`src/rtl/buzzer_pkg.sv`:
```
// Shared types and constants for the buzzer / melody player family.
package buzzer_pkg;

    typedef enum logic [1:0] {
        IDLE,
        PLAY,
        GAP
    } state_t;

    localparam int unsigned DEF_HALF_W      = 22;
    localparam int unsigned DEF_DUR_W       = 4;
    localparam int unsigned DEF_BEAT_CYCLES = 25_000_000;
    localparam int unsigned DEF_GAP_CYCLES  = 1_000_000;

    // Square-wave half-periods in clocks at 100 MHz.
    localparam int unsigned HALF_C4 = 191_113;
    localparam int unsigned HALF_D4 = 170_262;
    localparam int unsigned HALF_E4 = 151_686;
    localparam int unsigned HALF_F4 = 143_172;
    localparam int unsigned HALF_G4 = 127_551;
    localparam int unsigned HALF_A4 = 113_636;
    localparam int unsigned HALF_B4 = 101_239;
    localparam int unsigned HALF_C5 = 95_556;

    // Counter width able to hold 0..n-1, never narrower than one bit.
    function automatic int unsigned width_for(input longint unsigned n);
        return (n < 2) ? 1 : $clog2(n);
    endfunction

endpackage

```
`src/rtl/melody_player_if.sv`:
```
// Control, table-write and output signals of the melody player.
interface melody_player_if #(
    parameter int unsigned IDX_W  = 4,
    parameter int unsigned HALF_W = 22,
    parameter int unsigned DUR_W  = 4
) ();

    logic              start;
    logic              stop;
    logic              loop_en;
    logic              wr_en;
    logic [IDX_W-1:0]  wr_addr;
    logic [HALF_W-1:0] wr_half;
    logic [DUR_W-1:0]  wr_dur;
    logic              sound;
    logic              busy;
    logic [IDX_W-1:0]  note_idx;
    logic              done;

    modport master (
        output start, stop, loop_en, wr_en, wr_addr, wr_half, wr_dur,
        input  sound, busy, note_idx, done
    );

    modport slave (
        input  start, stop, loop_en, wr_en, wr_addr, wr_half, wr_dur,
        output sound, busy, note_idx, done
    );

endinterface

```
`src/rtl/melody_player_square_tone.sv`:
```
// Square-wave generator: toggles sound every `half` clocks; half==0 is silence.
module square_tone
    import buzzer_pkg::*;
#(
    parameter int unsigned HALF_W = DEF_HALF_W
) (
    input  logic              clk,
    input  logic              rst,
    input  logic              clear,
    input  logic [HALF_W-1:0] half,
    output logic              sound
);

    logic [HALF_W-1:0] tone_cnt;

    always_ff @(posedge clk) begin
        if (rst || clear) begin
            tone_cnt <= '0;
            sound    <= 1'b0;
        end else if (half != '0) begin
            if (tone_cnt == half - HALF_W'(1)) begin
                tone_cnt <= '0;
                sound    <= ~sound;
            end else begin
                tone_cnt <= tone_cnt + HALF_W'(1);
            end
        end
    end

endmodule

```
`src/rtl/melody_player.sv`:
```
// Table-driven melody sequencer with rests, articulation gap, end marker and loop.
module melody_player
    import buzzer_pkg::*;
#(
    parameter int unsigned NUM_NOTES   = 16,
    parameter int unsigned HALF_W      = DEF_HALF_W,
    parameter int unsigned DUR_W       = DEF_DUR_W,
    parameter int unsigned BEAT_CYCLES = DEF_BEAT_CYCLES,
    parameter int unsigned GAP_CYCLES  = DEF_GAP_CYCLES,
    parameter int unsigned IDX_W       = $clog2(NUM_NOTES)
) (
    input  logic            clk,
    input  logic            rst,
    melody_player_if.slave  bus
);

    localparam int unsigned CYC_W = width_for(BEAT_CYCLES);
    localparam int unsigned GAP_W = width_for(GAP_CYCLES);

    logic [HALF_W-1:0] tbl_half [NUM_NOTES];
    logic [DUR_W-1:0]  tbl_dur  [NUM_NOTES];

    state_t            state, state_n;
    logic [IDX_W-1:0]  idx_q;
    logic [HALF_W-1:0] cur_half;
    logic [DUR_W-1:0]  cur_dur;
    logic [CYC_W-1:0]  cyc_cnt;
    logic [DUR_W-1:0]  beat_cnt;
    logic [GAP_W-1:0]  gap_cnt;
    logic              done_q;

    logic              last_beat, gap_last;
    logic              advance, wrap, want_load, load, finish;
    logic [IDX_W-1:0]  want_addr, load_addr;
    logic              tone_clear, tone_out;

    always_ff @(posedge clk) begin
        if (bus.wr_en) begin
            tbl_half[bus.wr_addr] <= bus.wr_half;
            tbl_dur[bus.wr_addr]  <= bus.wr_dur;
        end
    end

    // Duration is counted as cycles-within-beat times beats, avoiding a wide product.
    assign last_beat = (cyc_cnt == CYC_W'(BEAT_CYCLES - 1)) &&
                       (beat_cnt == cur_dur - DUR_W'(1));
    assign gap_last  = (gap_cnt == GAP_W'(GAP_CYCLES - 1));

    always_comb begin
        state_n   = state;
        advance   = 1'b0;
        wrap      = 1'b0;
        want_load = 1'b0;
        want_addr = '0;
        load      = 1'b0;
        load_addr = '0;
        finish    = 1'b0;

        case (state)
            IDLE: if (bus.start && !bus.stop) want_load = 1'b1;
            PLAY: begin
                if (last_beat) begin
                    if (GAP_CYCLES == 0) advance = 1'b1;
                    else                 state_n = GAP;
                end
            end
            GAP:  if (gap_last) advance = 1'b1;
            default: state_n = IDLE;
        endcase

        if (advance) begin
            if (idx_q == IDX_W'(NUM_NOTES - 1)) begin
                wrap = 1'b1;
            end else begin
                want_load = 1'b1;
                want_addr = idx_q + IDX_W'(1);
            end
        end

        // End of melody: a marker or running off the table; looping never
        // re-enters a marker at index 0, so a dur-0 first entry always finishes.
        if (want_load && tbl_dur[want_addr] != '0) begin
            load      = 1'b1;
            load_addr = want_addr;
        end else if (want_load || wrap) begin
            if (bus.loop_en && (wrap || want_addr != '0) && tbl_dur[0] != '0) begin
                load      = 1'b1;
                load_addr = '0;
            end else begin
                finish = 1'b1;
            end
        end

        if (load)   state_n = PLAY;
        if (finish) state_n = IDLE;

        if (bus.stop && state != IDLE) begin
            state_n = IDLE;
            load    = 1'b0;
            finish  = 1'b0;
        end
    end

    always_ff @(posedge clk) begin
        if (rst) begin
            state    <= IDLE;
            idx_q    <= '0;
            cur_half <= '0;
            cur_dur  <= '0;
            cyc_cnt  <= '0;
            beat_cnt <= '0;
            gap_cnt  <= '0;
            done_q   <= 1'b0;
        end else begin
            state  <= state_n;
            done_q <= finish;
            if (load) begin
                idx_q    <= load_addr;
                cur_half <= tbl_half[load_addr];
                cur_dur  <= tbl_dur[load_addr];
                cyc_cnt  <= '0;
                beat_cnt <= '0;
                gap_cnt  <= '0;
            end else if (state == PLAY) begin
                gap_cnt <= '0;
                if (cyc_cnt == CYC_W'(BEAT_CYCLES - 1)) begin
                    cyc_cnt  <= '0;
                    beat_cnt <= beat_cnt + DUR_W'(1);
                end else begin
                    cyc_cnt <= cyc_cnt + CYC_W'(1);
                end
            end else if (state == GAP) begin
                gap_cnt <= gap_cnt + GAP_W'(1);
            end
        end
    end

    assign tone_clear = load || (state_n != PLAY);

    square_tone #(
        .HALF_W (HALF_W)
    ) u_tone (
        .clk   (clk),
        .rst   (rst),
        .clear (tone_clear),
        .half  (cur_half),
        .sound (tone_out)
    );

    assign bus.sound    = tone_out;
    assign bus.busy     = (state != IDLE);
    assign bus.note_idx = idx_q;
    assign bus.done     = done_q;

endmodule

```
`src/flat_wrapper.sv`:
```
// flat-port wrapper written by rule: the top's interface ports become plain ports
module melody_player_flat import buzzer_pkg::*;
#(
    parameter int unsigned NUM_NOTES   = 16,
    parameter int unsigned HALF_W      = DEF_HALF_W,
    parameter int unsigned DUR_W       = DEF_DUR_W,
    parameter int unsigned BEAT_CYCLES = DEF_BEAT_CYCLES,
    parameter int unsigned GAP_CYCLES  = DEF_GAP_CYCLES,
    parameter int unsigned IDX_W       = $clog2(NUM_NOTES)
)
  (clk, rst, bus_start, bus_stop, bus_loop_en, bus_wr_en, bus_wr_addr, bus_wr_half, bus_wr_dur, bus_sound, bus_busy, bus_note_idx, bus_done);
  melody_player_if #(.IDX_W(IDX_W), .HALF_W(HALF_W), .DUR_W(DUR_W)) bus_i ();
  input  logic clk;
  input  logic rst;
  input wire logic [$bits(bus_i.start)-1:0] bus_start;
  input wire logic [$bits(bus_i.stop)-1:0] bus_stop;
  input wire logic [$bits(bus_i.loop_en)-1:0] bus_loop_en;
  input wire logic [$bits(bus_i.wr_en)-1:0] bus_wr_en;
  input wire logic [$bits(bus_i.wr_addr)-1:0] bus_wr_addr;
  input wire logic [$bits(bus_i.wr_half)-1:0] bus_wr_half;
  input wire logic [$bits(bus_i.wr_dur)-1:0] bus_wr_dur;
  output wire logic [$bits(bus_i.sound)-1:0] bus_sound;
  output wire logic [$bits(bus_i.busy)-1:0] bus_busy;
  output wire logic [$bits(bus_i.note_idx)-1:0] bus_note_idx;
  output wire logic [$bits(bus_i.done)-1:0] bus_done;
  assign bus_i.start = bus_start;
  assign bus_i.stop = bus_stop;
  assign bus_i.loop_en = bus_loop_en;
  assign bus_i.wr_en = bus_wr_en;
  assign bus_i.wr_addr = bus_wr_addr;
  assign bus_i.wr_half = bus_wr_half;
  assign bus_i.wr_dur = bus_wr_dur;
  assign bus_sound = bus_i.sound;
  assign bus_busy = bus_i.busy;
  assign bus_note_idx = bus_i.note_idx;
  assign bus_done = bus_i.done;
  melody_player #(.NUM_NOTES(NUM_NOTES), .HALF_W(HALF_W), .DUR_W(DUR_W), .BEAT_CYCLES(BEAT_CYCLES), .GAP_CYCLES(GAP_CYCLES), .IDX_W(IDX_W)) u_core (.clk(clk), .rst(rst), .bus(bus_i));
endmodule
```
`config.mk`:
```
export PLATFORM = sky130hd
export DESIGN_NAME = melody_player_flat
export DESIGN_NICKNAME = d
export VERILOG_FILES = /design/src/rtl/buzzer_pkg.sv /design/src/rtl/melody_player_if.sv /design/src/rtl/melody_player_square_tone.sv /design/src/rtl/melody_player.sv /design/src/flat_wrapper.sv
export SDC_FILE = /design/constraint.sdc
export NUM_CORES = 1
export LEC_CHECK = 0
export ABC_CLOCK_PERIOD_IN_PS = 6220
export CAP_MARGIN = 30
export CELL_PAD_IN_SITES_DETAIL_PLACEMENT = 1
export CELL_PAD_IN_SITES_GLOBAL_PLACEMENT = 1
export CORE_MARGIN = 5
export CORE_UTILIZATION = 34
export DETAILED_ROUTE_END_ITERATION = 8
export PLACE_DENSITY_LB_ADDON = 0.1
export SLEW_MARGIN = 20
export SYNTH_ARGS = -nofsm -noshare
export SYNTH_HDL_FRONTEND = slang
export SYNTH_SLANG_ARGS = --single-unit
```
`constraint.sdc`:
```
create_clock -name clk -period 6.22 [get_ports clk]
set_input_delay 1.244 -clock clk [delete_from_list [all_inputs] [get_ports clk]]
set_output_delay 1.244 -clock clk [all_outputs]
set_load 0.03 [all_outputs]
```
---- Yosys cells after proc, flatten, opt, wreduce, memory -nomap -nowiden ----
Memories as Yosys holds them, arrays and structs flattened. A register that Yosys moved wholly into a read port is not among the register bits.
Index checks and enable logic that the tools add are counted.
operators by class
  $add $sub $neg .......................... 7
  equal/unequal tests ..................... 8
  multiplexer cells ....................... 27
  bitwise logic cells ..................... 1
  reductions and logical operators ........ 23
operator list
  kind                                                                  number
  25-bit by 1-bit adder with 25-bit output, second input constant       1
  25-bit equality test, second input constant                           1
  25-bit two-way mux                                                    1
  22-bit by 1-bit adder with 22-bit output, second input constant       1
  22-bit equality test                                                  1
  22-bit two-way mux                                                    1
  22-bit nonzero test                                                   1
  22-bit by 1-bit subtractor with 22-bit output, second input constant  1
  20-bit by 1-bit adder with 20-bit output, second input constant       1
  20-bit equality test, second input constant                           1
  1-bit two-way mux                                                     17
  4-bit two-way mux                                                     3
  4-bit nonzero test                                                    3
  4-bit by 1-bit adder with 4-bit output, second input constant         2
  2-bit two-way mux                                                     4
  1-bit logical AND                                                     6
  2-bit OR reduction                                                    3
  4-bit equality test                                                   1
  4-bit equality test, second input constant                            1
  1-bit logical OR                                                      4
  2-bit one-hot mux with 2 select lines                                 1
  2-bit AND reduction                                                   2
  4-bit by 1-bit subtractor with 4-bit output, second input constant    1
  3-bit OR reduction                                                    1
  other kinds (7)                                                       7
word-level totals
  bits in registers ....................... 79
  RAM bits ................................ 416
  input port bits ......................... 36
  output and inout bits ................... 7
  logic and storage cells ................. 76
  memories ................................ 2
memories
  memory           words  bits a word  rd ports  clocked after Yosys merged registers in  write ports  RTL line             source
  u_core.tbl_half  16     22           1         1                                        1            melody_player.sv:20  logic [HALF_W-1:0] tbl_half [NUM_NOTES];
  u_core.tbl_dur   16     4            3         1                                        1            melody_player.sv:21  logic [DUR_W-1:0] tbl_dur [NUM_NOTES];

---- Longest topological paths before layout ----
  depth in word-level cells ............... 17
  mapped depth ............................ 17
  mapped depth without buffers ............ 12

---- By module ----
From an unflattened synthesis, not the netlist that was laid out.
second synthesis, totals
  cells, all modules ...................... 1,918
  area, all modules ....................... 22,292.6 sq um
modules (own cells, without submodules)
  module         instances  cells an instance  area each (sq um)  sequential area each (sq um)
  melody_player  1          1,683              20,450.9           14,133.6
  square_tone    1          235                1,841.8            460.4

---- Worst setup path before layout ----
OpenSTA, ideal clock, no wires.
  kind .................................... input -> register
  from .................................... input bus_wr_addr[3]
  to ...................................... memory u_core.tbl_dur[0][0], enable pin
  setup time .............................. 0.442 ns
  data arrival time ....................... 3.560 ns
  data required time ...................... 5.778 ns
  slack ................................... 2.218 ns
  stages .................................. 2
  path buffers ............................ 0
  path through ............................ or3b_2 nor3_1
RTL lines
  element      RTL line             source
  from (decl)  flat_wrapper.sv:19   input wire logic [$bits(bus_i.wr_addr)-1:0] bus_wr_addr;
  to (decl)    melody_player.sv:21
No word-level cell before the write port.

---- Final worst setup path ----
  from .................................... register u_core.idx_q[0] (netlist: u_core.bus.note_idx[0])
  to ...................................... register u_core.cur_half[19], read port of u_core.tbl_half
between the ends
  cells in the longest elaborated chain, start to end .. 11
  elaborated cells on any way between the ends .. 21
  classes of those cells .................. add/sub (1); eq/ne (1); mux (11); reduce/logical (7); memory (1)
ends and longest elaborated chain
  element                                                                          RTL line              source
  from (decl)                                                                      melody_player.sv:24   logic [IDX_W-1:0] idx_q;
  from (signal assigned)                                                           melody_player.sv:118  idx_q <= load_addr;
  branches (longest 11 deep; another with 4-bit by 1-bit adder with 4-bit output)  n/a
  to (decl)                                                                        melody_player.sv:25   logic [HALF_W-1:0] cur_half;
Several ways; the timed one is not identified.
A chain may end at the register's enable or synchronous reset.

==> reports/qor.yml <==
cts_root_buf: "clkbuf_16"
hold_class: "flip-flop to flip-flop"
hold_violations: 0
rsz0062_at_grt: "false"
clkTransAtPathRegs_ns: 0.06
cts_buffers: 58
grt_pass1_vias: 15710
wl_per_cell_um: 26.53
clock-sinks: 521
fmax_mhz: 206.9
crit_path_frequent_cell: "nand3_1"
synth_ff_type: "edfxtp_1"
max_slew_margin: 0.3895
num_antenna_cells: 0
rows: 93
vias_per_cell: 5.498
post-cts-setup-buffer-count: 0
yosysWarningCount: 0
cp-end-kind: "flip-flop"
cts_resized: 0
grt_pass1_wl_mm: 106.2
routed_wl_mm: 71.90
postRouteAntennaNets: 0
ys_async_sr_fraction: 0
syn_avg_cell_area_sq_um: 12.64
finalCritPeriodShare: 0.7770
grt_max_degree: 54
setup_viol: 0
p_leak_uw: 0.008432
fillers: 6696
syn_nets: 1790
setup_slack_ns: 1.387
finalClockSkew_ns: 0.05671
cp_top_family: "simple AND/OR/NAND/NOR gates"
placement.io_buffers: 42
synthToLayoutAreaGrowth_pct: 16.42
initial_utilization: 0.3429
peakVddDrop_uv: 193.9
clk_latency_ns: 0.65
max-clock-path-buffers: 3
place_ws_ns: 1.294
synth_top_area_cell: "edfxtp_1"
synth_cell_types: 85
slowest_stage: "nor3_4"
drv_cap: 0
die_h_um: 264.8
p_per_area_nw_per_um2: 300.4
synthCells: 1746
critical_path.max_stage_delay_ns: 0.81
dp.cells: 2603
synth_seq_area_share: 0.6614
ios: 43
cp_data_required_time_ns: 6.74
path_buf_inv: 1
ys_ff_latch: 521
slew_viol_final: 0
startpoint_type: "flip-flop"
layout-drive-gt1-share: 0.1111
antenna_found_initial: 0
period_minus_slack_ns: 4.833
nets: 1852
drc: 0
drt_first_pass_iters: 5
status: "completed"
crit_fanout: 12
grt_util_all_layers: 0.2007
cts_tree: "yes"
hpwl_mm: 44.95
crit_type: "flip-flop to flip-flop"
overflow: 0
htreeDepth: 2
synth_area_leaders: "edfxtp_1, dfxtp_1, nor2_1"
die_w_um: 264.8
stdcell_count: 2710
dieArea_sq_um: 70100
netlist_area_sq_um: 22070
ff_latch_area_sq_um: 14590
synth_edf_count: 416
setup_tns_ns: 0
synth_top_cell_area_share: 0.5661
cp.arrival_ns: 5.35
hold_buffers: 0
worst_pin_slew_ns: 0.9158
multi_input_area_sq_um: 7132
crit_chain: "ha_1 -> a31oi_2 -> nand3_1 -> nor2_4 -> o41ai_1 -> a31oi_1 -> and2_1 -> nand2_1 -> nor3_4 -> buf_4 -> nand3_1 -> nand3_1 -> a211oi_1"
gp_congestion: 0.8120
coreArea_sq_um: 64350
vias: 14900
drtIter0Drc: 1006
## final cells by class
class                      count  share of cell area
inverter                      12            0.001753
sequential                   521              0.5681
clock inverter                32             0.01461
tap                          855             0.04164
clock buffer                  75             0.06015
multi-input combinational   1121              0.2776
timing repair buffer          94             0.03614
## logic make-up after synthesis
| family | after synthesis | share of synthesized area |
|---|---|---|
| and+or+nand+nor | 635 | 0.1376 |
| DFF | 521 | 0.6614 |
| AOI/OAI and AO/OA | 302 | 0.09878 |
| buffers and inverters | 104 | 0.02296 |
| xor gates and xnor gates | 97 | 0.03850 |
| muxes | 79 | 0.03629 |
| adders and majority gates | 8 | 0.004536 |
## where the power goes
group	leakage [uW]	switching (uW)	total, uW	internal (uW)
registers	0.00461	50.9	3890	3830
logic	0.00290	246	366	121
clock network	0.000926	1460	3470	2010
## final timing paths
kind	startpoint	endpoint	slack (ns)	cells after the start
max	u_core.bus.note_idx[0]$_SDFFE_PP0P_	u_core.cur_half[19]$_SDFFE_PP0P_	1.39	13
min	u_core.cyc_cnt[1]$_SDFFE_PP0P_	u_core.cyc_cnt[1]$_SDFFE_PP0P_	0.50	2
max reg2reg	u_core.bus.note_idx[0]$_SDFFE_PP0P_	u_core.cur_half[19]$_SDFFE_PP0P_	1.39	13
min reg2reg	u_core.cyc_cnt[1]$_SDFFE_PP0P_	u_core.cyc_cnt[1]$_SDFFE_PP0P_	0.50	2
## cells in the mapped netlist, types with 25 or more instances
master / n
nor2_1: 215
and3_1: 28
a21oi_1: 66
xnor2_1: 37
edfxtp_1: 416
mux2i_1: 71
o221ai_1: 46
xor2_1: 60
nand3_1: 62
buf_2: 27
o21ai_0: 47
a211oi_1: 25
nor3_1: 33
nor4_1: 30
dfxtp_1: 105
nand2_1: 171
clkbuf_1: 48
## metal layers
layer | share of wire | wire length, um | vias up | GRT usage
met5 | 0 | 0 | - | 0
met4 | 0.023 | 1628 | 0 | 0.04895
met3 | 0.043 | 3107 | 103 | 0.02682
met2 | 0.48 | 34540 | 352 | 0.3396
met1 | 0.45 | 32620 | 7723 | 0.2760
li1 | - | - | 6721 | -
## per-stage QoR
stage / utilization / hold slack, ns / power, uW / cell area [sq um]
4_1_cts: 0.3992 / 0.5049 / 7809 / 25690
6_report: 0.3992 / 0.5006 / 7718 / 25690
3_5_place_dp: 0.3694 / 0.4954 / 4327 / 23770
2_1_floorplan: - / 0.4625 / 4132 / 22070
3_3_place_gp: 0.3675 / 0.4851 / 4313 / 23650
5_1_grt: 0.3992 / 0.5369 / 8006 / 25690
## cells in the final DEF, fill, tap and decap left out, drive strengths merged, types with 21 or more instances in the layout
master and n:
a21oi 66, mux2i 71, xnor2 37, o21ai 53, nand3 62, xor2 60
clkdlybuf4s50 41, a211oi 25, clkbuf 75, nand2 174, nor3 37, nor2 219
edfxtp 416, nor4 33, dfxtp 105, o221ai 46, clkinv 21, and3 28
a31oi 24, buf 53
## sequential cells by signal, summed over array words and instances (netlist names)
register,cells
u_core.tbl_half,352
u_core.tbl_dur,64
u_core.cyc_cnt,25
u_core.cur_half,22
u_core.u_tone.tone_cnt,22
u_core.gap_cnt,20
u_core.beat_cnt,4
u_core.bus.note_idx,4
u_core.cur_dur,4
u_core.state,2
u_core.bus.done,1
u_core.u_tone.sound,1
## tightest hold or removal path: cells and delay by family, from the launching register on
kind | cells | cell delay [ns]
simple gates | 1 | 0.07
flops | 1 | 0.34
compound gates | 1 | 0.05
(Power assumes the default switching activity.)
